$ cat src/rtl/div_axis_master.sv
// Sequencer between a pipeline EX-stage divide request and an AXI-Stream divider IP.
// It sends both operands, waits for the result and can discard a result after a flush.
module div_axis_master #(
    parameter int DATA_W = 32
) (
    input  logic                  clk,
    input  logic                  rst,
    input  logic                  div_start,
    input  logic                  div_flush,
    input  logic [DATA_W-1:0]     div_dividend,
    input  logic [DATA_W-1:0]     div_divisor,
    output logic                  div_busy,
    output logic                  div_done,
    output logic [DATA_W-1:0]     div_quotient,
    output logic [DATA_W-1:0]     div_remainder,
    output logic                  s_axis_dividend_tvalid,
    input  logic                  s_axis_dividend_tready,
    output logic [DATA_W-1:0]     s_axis_dividend_tdata,
    output logic                  s_axis_divisor_tvalid,
    input  logic                  s_axis_divisor_tready,
    output logic [DATA_W-1:0]     s_axis_divisor_tdata,
    input  logic                  m_axis_dout_tvalid,
    input  logic [2*DATA_W-1:0]   m_axis_dout_tdata,
    output logic [1:0]            dbg_state_o
);

    typedef enum logic [1:0] {IDLE = 2'd0, SEND = 2'd1, WAIT = 2'd2, DRAIN = 2'd3} state_t;

    state_t            state_q;
    logic              busy_q, done_q, flush_seen_q;
    logic              dvd_valid_q, dvs_valid_q;
    logic [DATA_W-1:0] dvd_data_q, dvs_data_q, quot_q, rem_q;
    logic              dvd_valid_d, dvs_valid_d, flush_seen_d;

    // A channel transfers on a cycle where tvalid & tready are both high; tvalid and
    // tdata stay stable until then. dout has no tready: any tvalid cycle is a transfer.
    always_comb begin
        dvd_valid_d  = dvd_valid_q & ~s_axis_dividend_tready;
        dvs_valid_d  = dvs_valid_q & ~s_axis_divisor_tready;
        flush_seen_d = flush_seen_q | div_flush;
    end

    always_ff @(posedge clk) begin
        if (rst) begin
            state_q      <= IDLE;
            busy_q       <= 1'b0;
            done_q       <= 1'b0;
            flush_seen_q <= 1'b0;
            dvd_valid_q  <= 1'b0;
            dvs_valid_q  <= 1'b0;
            dvd_data_q   <= '0;
            dvs_data_q   <= '0;
            quot_q       <= '0;
            rem_q        <= '0;
        end else begin
            done_q <= 1'b0;
            case (state_q)
                IDLE: begin
                    if (div_start && !div_flush) begin
                        if (div_divisor == '0) begin
                            // Divide-by-zero is answered locally, the IP is never involved.
                            done_q <= 1'b1;
                            quot_q <= '1;
                            rem_q  <= div_dividend;
                        end else begin
                            dvd_data_q   <= div_dividend;
                            dvs_data_q   <= div_divisor;
                            dvd_valid_q  <= 1'b1;
                            dvs_valid_q  <= 1'b1;
                            busy_q       <= 1'b1;
                            flush_seen_q <= 1'b0;
                            state_q      <= SEND;
                        end
                    end
                end
                SEND: begin
                    dvd_valid_q  <= dvd_valid_d;
                    dvs_valid_q  <= dvs_valid_d;
                    flush_seen_q <= flush_seen_d;
                    if (!dvd_valid_d && !dvs_valid_d) begin
                        state_q <= flush_seen_d ? DRAIN : WAIT;
                    end
                end
                WAIT: begin
                    if (m_axis_dout_tvalid) begin
                        if (!div_flush) begin
                            quot_q <= m_axis_dout_tdata[2*DATA_W-1:DATA_W];
                            rem_q  <= m_axis_dout_tdata[DATA_W-1:0];
                            done_q <= 1'b1;
                        end
                        busy_q  <= 1'b0;
                        state_q <= IDLE;
                    end else if (div_flush) begin
                        state_q <= DRAIN;
                    end
                end
                DRAIN: begin
                    if (m_axis_dout_tvalid) begin
                        busy_q  <= 1'b0;
                        state_q <= IDLE;
                    end
                end
                default: state_q <= IDLE;
            endcase
        end
    end

    assign div_busy               = busy_q;
    assign div_done               = done_q;
    assign div_quotient           = quot_q;
    assign div_remainder          = rem_q;
    assign s_axis_dividend_tvalid = dvd_valid_q;
    assign s_axis_dividend_tdata  = dvd_data_q;
    assign s_axis_divisor_tvalid  = dvs_valid_q;
    assign s_axis_divisor_tdata   = dvs_data_q;
    assign dbg_state_o            = state_q;

endmodule

$ cat config.mk
export PLATFORM = sky130hd
export DESIGN_NAME = div_axis_master
export DESIGN_NICKNAME = d
export VERILOG_FILES = /design/src/rtl/div_axis_master.sv
export SDC_FILE = /design/constraint.sdc
export NUM_CORES = 1
export LEC_CHECK = 0
export CAP_MARGIN = 30
export CELL_PAD_IN_SITES_DETAIL_PLACEMENT = 0
export CELL_PAD_IN_SITES_GLOBAL_PLACEMENT = 2
export CORE_MARGIN = 1
export CORE_UTILIZATION = 26
export DETAILED_ROUTE_END_ITERATION = 10
export PLACE_DENSITY = 0.83
export SYNTH_ARGS = -nofsm -noshare
export SYNTH_HDL_FRONTEND = slang
export SYNTH_SLANG_ARGS = --single-unit
$ cat constraint.sdc
create_clock -name clk -period 1.9 [get_ports clk]
set_input_delay 0.38 -clock clk [delete_from_list [all_inputs] [get_ports clk]]
set_output_delay 0.38 -clock clk [all_outputs]
set_load 0.005 [all_outputs]
==> impl_metrics.env, run 1 <==
export IMPL_avgSynthCellArea_sq_um=9.70
export IMPL_cts_tree="built"
export IMPL_die_w_um=168
export IMPL_critPathKind="reg2out"
export IMPL_period_share_pct=96.0
export IMPL_initial_core_util_pct=26.5
export IMPL_worstHoldStart="div_divisor[20]"
export IMPL_detail_route_first_pass_iterations=4
export IMPL_finalSetupTns_ns=0
export IMPL_insertion_delay_ns=0.43
export IMPL_synth_top_cells_by_count="dfxtp_1 (135), nand2b_1 (130), nor2_1 (65)"
export IMPL_cts_buffers=17
export IMPL_postCtsSetupBuffers=0
export IMPL_reg2reg_slack_ns=0.23
export IMPL_routed_wl_mm=24.9
export IMPL_endpoint_kind="output pin"
export IMPL_timing_rr_end="div_quotient[25]"
export IMPL_cpMaxStageDelayCell="clkdlybuf4s50_1"
export IMPL_slew_viol_final=0
export IMPL_crit_buf_inv=1
export IMPL_hold_depth=3
export IMPL_dp_hpwl_mm=16.4
export IMPL_critPathMaxFanout=8
export IMPL_path_cells="clkdlybuf4s50_1"
export IMPL_grt_max_degree=86
export IMPL_vdd_drop_max_mv=0.467
export IMPL_ys_seq_area_share_pct=37.7
export IMPL_slowest_delay_ns=0.55
export IMPL_finClkSkew_ns=0.00861
export IMPL_synth_top_area_cell="dfxtp_1"
export IMPL_async_flop_share_pct=0
export IMPL_synth_most_common_cell="dfxtp_1"
export IMPL_hold_violations=0
export IMPL_fin_nets=1143
export IMPL_areaGrowthSynthToFinish_pct=56.5
export IMPL_via_per_inst=4.80
export IMPL_cts_hold_buf=0
export IMPL_rsz0062_at_grt="yes"
export IMPL_grt_overflow=0
export IMPL_status="finished, final reports clean"
export IMPL_final_fill_count=2689
export IMPL_drtAntennaViolNets=0
export IMPL_syn_cell_area_sq_um=7170
export IMPL_yosysWarnings=0
export IMPL_reg2reg_depth=5
export IMPL_synth_cells=740
export IMPL_clock_sinks=135
export IMPL_grt_pass1_wl_mm=37.5
export IMPL_core_sq_um=27000
export IMPL_multi_input_area_sq_um=4180
export IMPL_synth_edf_count=0
export IMPL_grt_pass1_vias=6462
export IMPL_cap_violations=0
export IMPL_syn_nets=875
export IMPL_ys_flop_type="dfxtp_1"
export IMPL_ys_types=39
export IMPL_route_detailed_drc=0
export IMPL_powerDensity_nw_per_um2=751
export IMPL_synth_top_cell_area_share_pct=37.7
export IMPL_setup_viol=0
export IMPL_final_util_pct=41.5
export IMPL_min_path_type="in2reg"
export IMPL_reg2reg_from="dbg_state_o[1]"
export IMPL_min_to="s_axis_divisor_tdata[20]"
export IMPL_antenna_found_initial=1
export IMPL_drt_iter0_drc=386
export IMPL_dieArea_sq_um=28300
export IMPL_synth_area_top_cells="dfxtp_1 (38%), nand2b_1 (11%), mux2i_1 (8.9%)"
export IMPL_max_freq_mhz=548
export IMPL_ys_ff_latch=135
export IMPL_leakage_nw=4.02
export IMPL_wl_per_cell_um=18.2
export IMPL_drive_gt1_share_pct=14.3
export IMPL_regArea_sq_um=2710
export IMPL_vias=6541
export IMPL_worstSetupStartpointType="register"
export IMPL_htreeDepth=4
export IMPL_crit_arrival_ns=1.44
export IMPL_tightestPinTransition_ns=0.556
export IMPL_num_io_pins=269
export IMPL_rows=60
export IMPL_cts_buffer_depth=2
export IMPL_place_gp_congestion=0.723
export IMPL_die_y_um=168
export IMPL_port_buffers=268
export IMPL_cpLargestDelayFamily="buffers and inverters"
export IMPL_path_clk_slew_ns=0.07
export IMPL_cp_required_ns=1.52
export IMPL_period_minus_slack_ns=1.82
export IMPL_maxSlewHeadroom_pct=62.8
export IMPL_cts_root_buf="clkbuf_16"
export IMPL_track_usage_pct=17.1
## repair_timing
action / 4_1_cts / 5_1_grt
resized for setup: 1 / 9
cloned: 0 / 2
setup endpoints to repair: 1 / 36
pin swaps: 0 / 5
## registers in the layout, indices dropped and copies added (netlist names)
register	flops
div_quotient	32
dbg_state_o	2
div_remainder	32
s_axis_dividend_tvalid	1
s_axis_divisor_tdata	32
s_axis_dividend_tdata	32
flush_seen_q	1
div_busy	1
div_done	1
s_axis_divisor_tvalid	1
## logic make-up (layout without fill, tap and decap cells)
logic type	after synthesis	after routing	share of synthesized area, %
DFF	135	135	37.7
and+or+nand+nor	287	288	25.3
AOI/OAI and AO/OA	143	143	17.5
muxes	96	96	14.0
other	0	1	0
buffers and inverters	79	359	5.60
## layout make-up
type                    instances  area share, %
diodes                          1         0.0223
clock buffers                  19           3.95
clock inverters                13           1.30
inverters                       2         0.0669
multi-input cells             527           37.3
flip-flops and latches        135           24.1
well taps                     341           3.80
repair buffers                325           29.5
## through the flow
stage	hold slack (ns)	std cells	setup WS (ns)	instance area [sq um]	total power, mW
floorplan	0.442	740	0.305	7170	4.01
detailed placement	0.449	1328	-0.399	10500	5.06
global route	0.290	1363	-0.0166	11200	8.81
CTS	0.385	1360	0.0318	11100	8.55
finish	0.298	1363	0.0754	11200	8.43
global placement	0.446	1328	-0.392	10500	5.06
## cells in the final DEF, fill, tap and decap left out, types with 2 or more instances in the layout
cell type and instances:
a211oi_1 3, a211oi_2 29, a21oi_1 7, a22oi_1 32, buf_12 14, buf_4 42, bufinv_16 2, clkbuf_16 18
clkdlybuf4s50_1 265, clkinv_4 2, clkinvlp_4 5, dfxtp_1 133, dlymetal6s2s_1 2, inv_1 2, inv_6 3, mux2_1 29
mux2_2 3, mux2i_1 64, nand2_1 6, nand2b_1 130, nand3b_1 2, nand4b_1 32, nor2_1 64, nor2_4 3
nor2b_1 32, nor2b_4 2, nor4_4 7, o211ai_1 32, o221ai_1 33
## worst max-delay path by stage
stage | from | end | cells past startpoint
2_1_floorplan | div_divisor[30] | s_axis_dividend_tdata[10] | 6
3_3_place_gp | div_divisor[18] | div_quotient[31] | 7
3_5_place_dp | div_divisor[18] | div_quotient[1] | 7
4_1_cts | dbg_state_o[1] | dbg_state_o[1] | 1
5_1_grt | div_divisor[22] | s_axis_dividend_tdata[4] | 6
6_report | dbg_state_o[1] | dbg_state_o[1] | 1
## power by group
part	total (mW)	internal, mW	switching (mW)
sequential	3.19	3.03	0.156
clock	3.42	1.98	1.44
combinational	1.83	1.06	0.764
## metal layers
metal | GRT usage (%) | share of wire, % | vias up
met2 | 27.2 | 45 | 228
met3 | 4.47 | 6.8 | 34
met4 | 5.57 | 2.0 | 0
met5 | 0 | 0 | -
met1 | 22.5 | 46 | 3067
li1 | - | - | 3212
(Power assumes the default switching activity.)
==> run 2: changes to the inputs <==
Settings changed: CORE_UTILIZATION 26 to 27, CTS_BUF_LIST set to sky130_fd_sc_hd__clkbuf_8, PLACE_DENSITY 0.83 to 0.86, RECOVER_POWER set to 25.
==> impl_metrics.env, run 2 (synthesis results as in run 1) <==
export IMPL_status="finished, final reports clean"
export IMPL_grt_overflow=0
export IMPL_internal_power_mw=5.23
export IMPL_switchingPower_mw=2.18
export IMPL_slowest_delay_ns=0.57
export IMPL_route_detailed_drc=0
export IMPL_cpMaxStageDelayCell="clkdlybuf4s50_1"
export IMPL_max_freq_mhz=550
export IMPL_crit_buf_inv=1
export IMPL_cts_hold_buf=0
export IMPL_drive_gt1_share_pct=13.5
export IMPL_switching_share_pct=29.4
export IMPL_die_y_um=165
export IMPL_final_fill_count=2583
export IMPL_initial_core_util_pct=27.5
export IMPL_core_sq_um=26100
export IMPL_period_share_pct=95.8
export IMPL_wl_per_cell_um=17.5
export IMPL_path_cells="clkdlybuf4s50_1"
export IMPL_antenna_found_initial=1
export IMPL_leakage_nw=3.95
export IMPL_cts_tree="built"
export IMPL_htreeDepth=4
export IMPL_crit_arrival_ns=1.44
export IMPL_min_path_type="in2reg"
export IMPL_hold_violations=0
export IMPL_tightestPinTransition_ns=0.832
export IMPL_grt_pass1_vias=6317
export IMPL_finalSetupTns_ns=0
export IMPL_final_cell_mix="clkdlybuf4s50_1 (241), dfxtp_1 (133), nand2b_1 (130)"
export IMPL_rsz0062_at_grt="no"
export IMPL_setup_ws_ns=0.0803
export IMPL_pre_cts_ws_ns=-0.418
export IMPL_finClkSkew_ns=0.0155
export IMPL_insertion_delay_ns=0.45
export IMPL_detail_route_first_pass_iterations=4
export IMPL_worstSetupStartpointType="register"
export IMPL_routed_wl_mm=23.6
export IMPL_cts_buffer_depth=2
export IMPL_dp_hpwl_mm=15.9
export IMPL_grt_max_degree=166
export IMPL_layout_commonest_cell="clkdlybuf4s50_1"
export IMPL_cts_buffers=17
export IMPL_critPathKind="reg2out"
export IMPL_combPwrFrac_pct=24.0
export IMPL_critPathMaxFanout=10
export IMPL_fin_hold_ws_ns=0.466
export IMPL_slew_viol_final=0
export IMPL_cpLargestDelayFamily="buffers and inverters"
export IMPL_cp_required_ns=1.52
export IMPL_cap_violations=0
export IMPL_track_usage_pct=17.2
export IMPL_areaGrowthSynthToFinish_pct=51.3
export IMPL_dieArea_sq_um=27200
export IMPL_port_buffers=268
export IMPL_period_minus_slack_ns=1.82
export IMPL_antenna_cells=0
export IMPL_vias=6465
export IMPL_clock_sinks=135
export IMPL_drtAntennaViolNets=0
export IMPL_die_w_um=165
export IMPL_grt_pass1_wl_mm=35.9
export IMPL_rows=59
export IMPL_endpoint_kind="output pin"
export IMPL_vdd_drop_max_mv=0.318
export IMPL_setup_viol=0
export IMPL_place_gp_congestion=0.737
export IMPL_powerDensity_nw_per_um2=683
export IMPL_path_clk_slew_ns=0.09
export IMPL_power_frac_seq_pct=42.8
export IMPL_drt_iter0_drc=388
export IMPL_via_per_inst=4.80
export IMPL_power_share_clock_pct=33.2
export IMPL_fin_nets=1134
export IMPL_cts_root_buf="clkbuf_8"
export IMPL_maxSlewHeadroom_pct=44.4
export IMPL_num_io_pins=269
[run 2: worst paths after layout]
path	start	endpoint	slack, ns	depth (start not counted)
max reg2reg	dbg_state_o[0]	s_axis_divisor_tdata[18]	0.18	6
min	rst	div_remainder[29]	0.47	4
min reg2reg	div_busy	div_busy	0.47	2
max	dbg_state_o[1]	dbg_state_o[1]	0.08	1
[run 2: layer usage]
layer  global-route usage [%]  wire, um  up-vias
met5                        0        17        -
met3                     5.98      1940       12
met2                     28.0     11100      219
met4                     3.42       163        2
met1                     21.7     10400     3044
li1                         -         -     3188
[run 2: layout make-up]
cell class                 instances  area, sq um  share of cell area (%)
sequential                       135         2710                    25.0
multi-input combinational        526         4120                    38.0
inverter                           2         7.51                  0.0692
timing repair buffer             317         3210                    29.5
clock buffer                      17          234                    2.16
tap                              335          419                    3.86
clock inverter                    14          151                    1.40
[run 2: repair_timing]
| item | 4_1_cts | 5_1_grt |
|---|---|---|
| gates cloned | 1 | 0 |
| gates resized for setup | 2 | 4 |
| buffers inserted | 1 | 0 |
| pin swaps | 0 | 1 |
| endpoints found under the setup margin | 2 | 25 |
| hold endpoints to repair | 0 | 0 |
[run 2: stage by stage]
step | power [mW] | instances | cell area [sq um] | util (%)
2_1_floorplan | 4.01 | 740 | 7170 | -
3_3_place_gp | 5.03 | 1313 | 10500 | 40.1
3_5_place_dp | 5.04 | 1313 | 10500 | 40.1
4_1_cts | 7.57 | 1346 | 10900 | 41.8
5_1_grt | 7.81 | 1346 | 10900 | 41.6
6_report | 7.41 | 1346 | 10900 | 41.6
[run 2: power by group through the flow]
stage	clock, mW	combinational, mW	sequential [mW]
2_1_floorplan	0	0.785	3.23
3_3_place_gp	0	1.79	3.24
3_5_place_dp	0	1.79	3.25
4_1_cts	2.55	1.84	3.18
5_1_grt	2.67	1.93	3.20
6_report	2.46	1.78	3.17
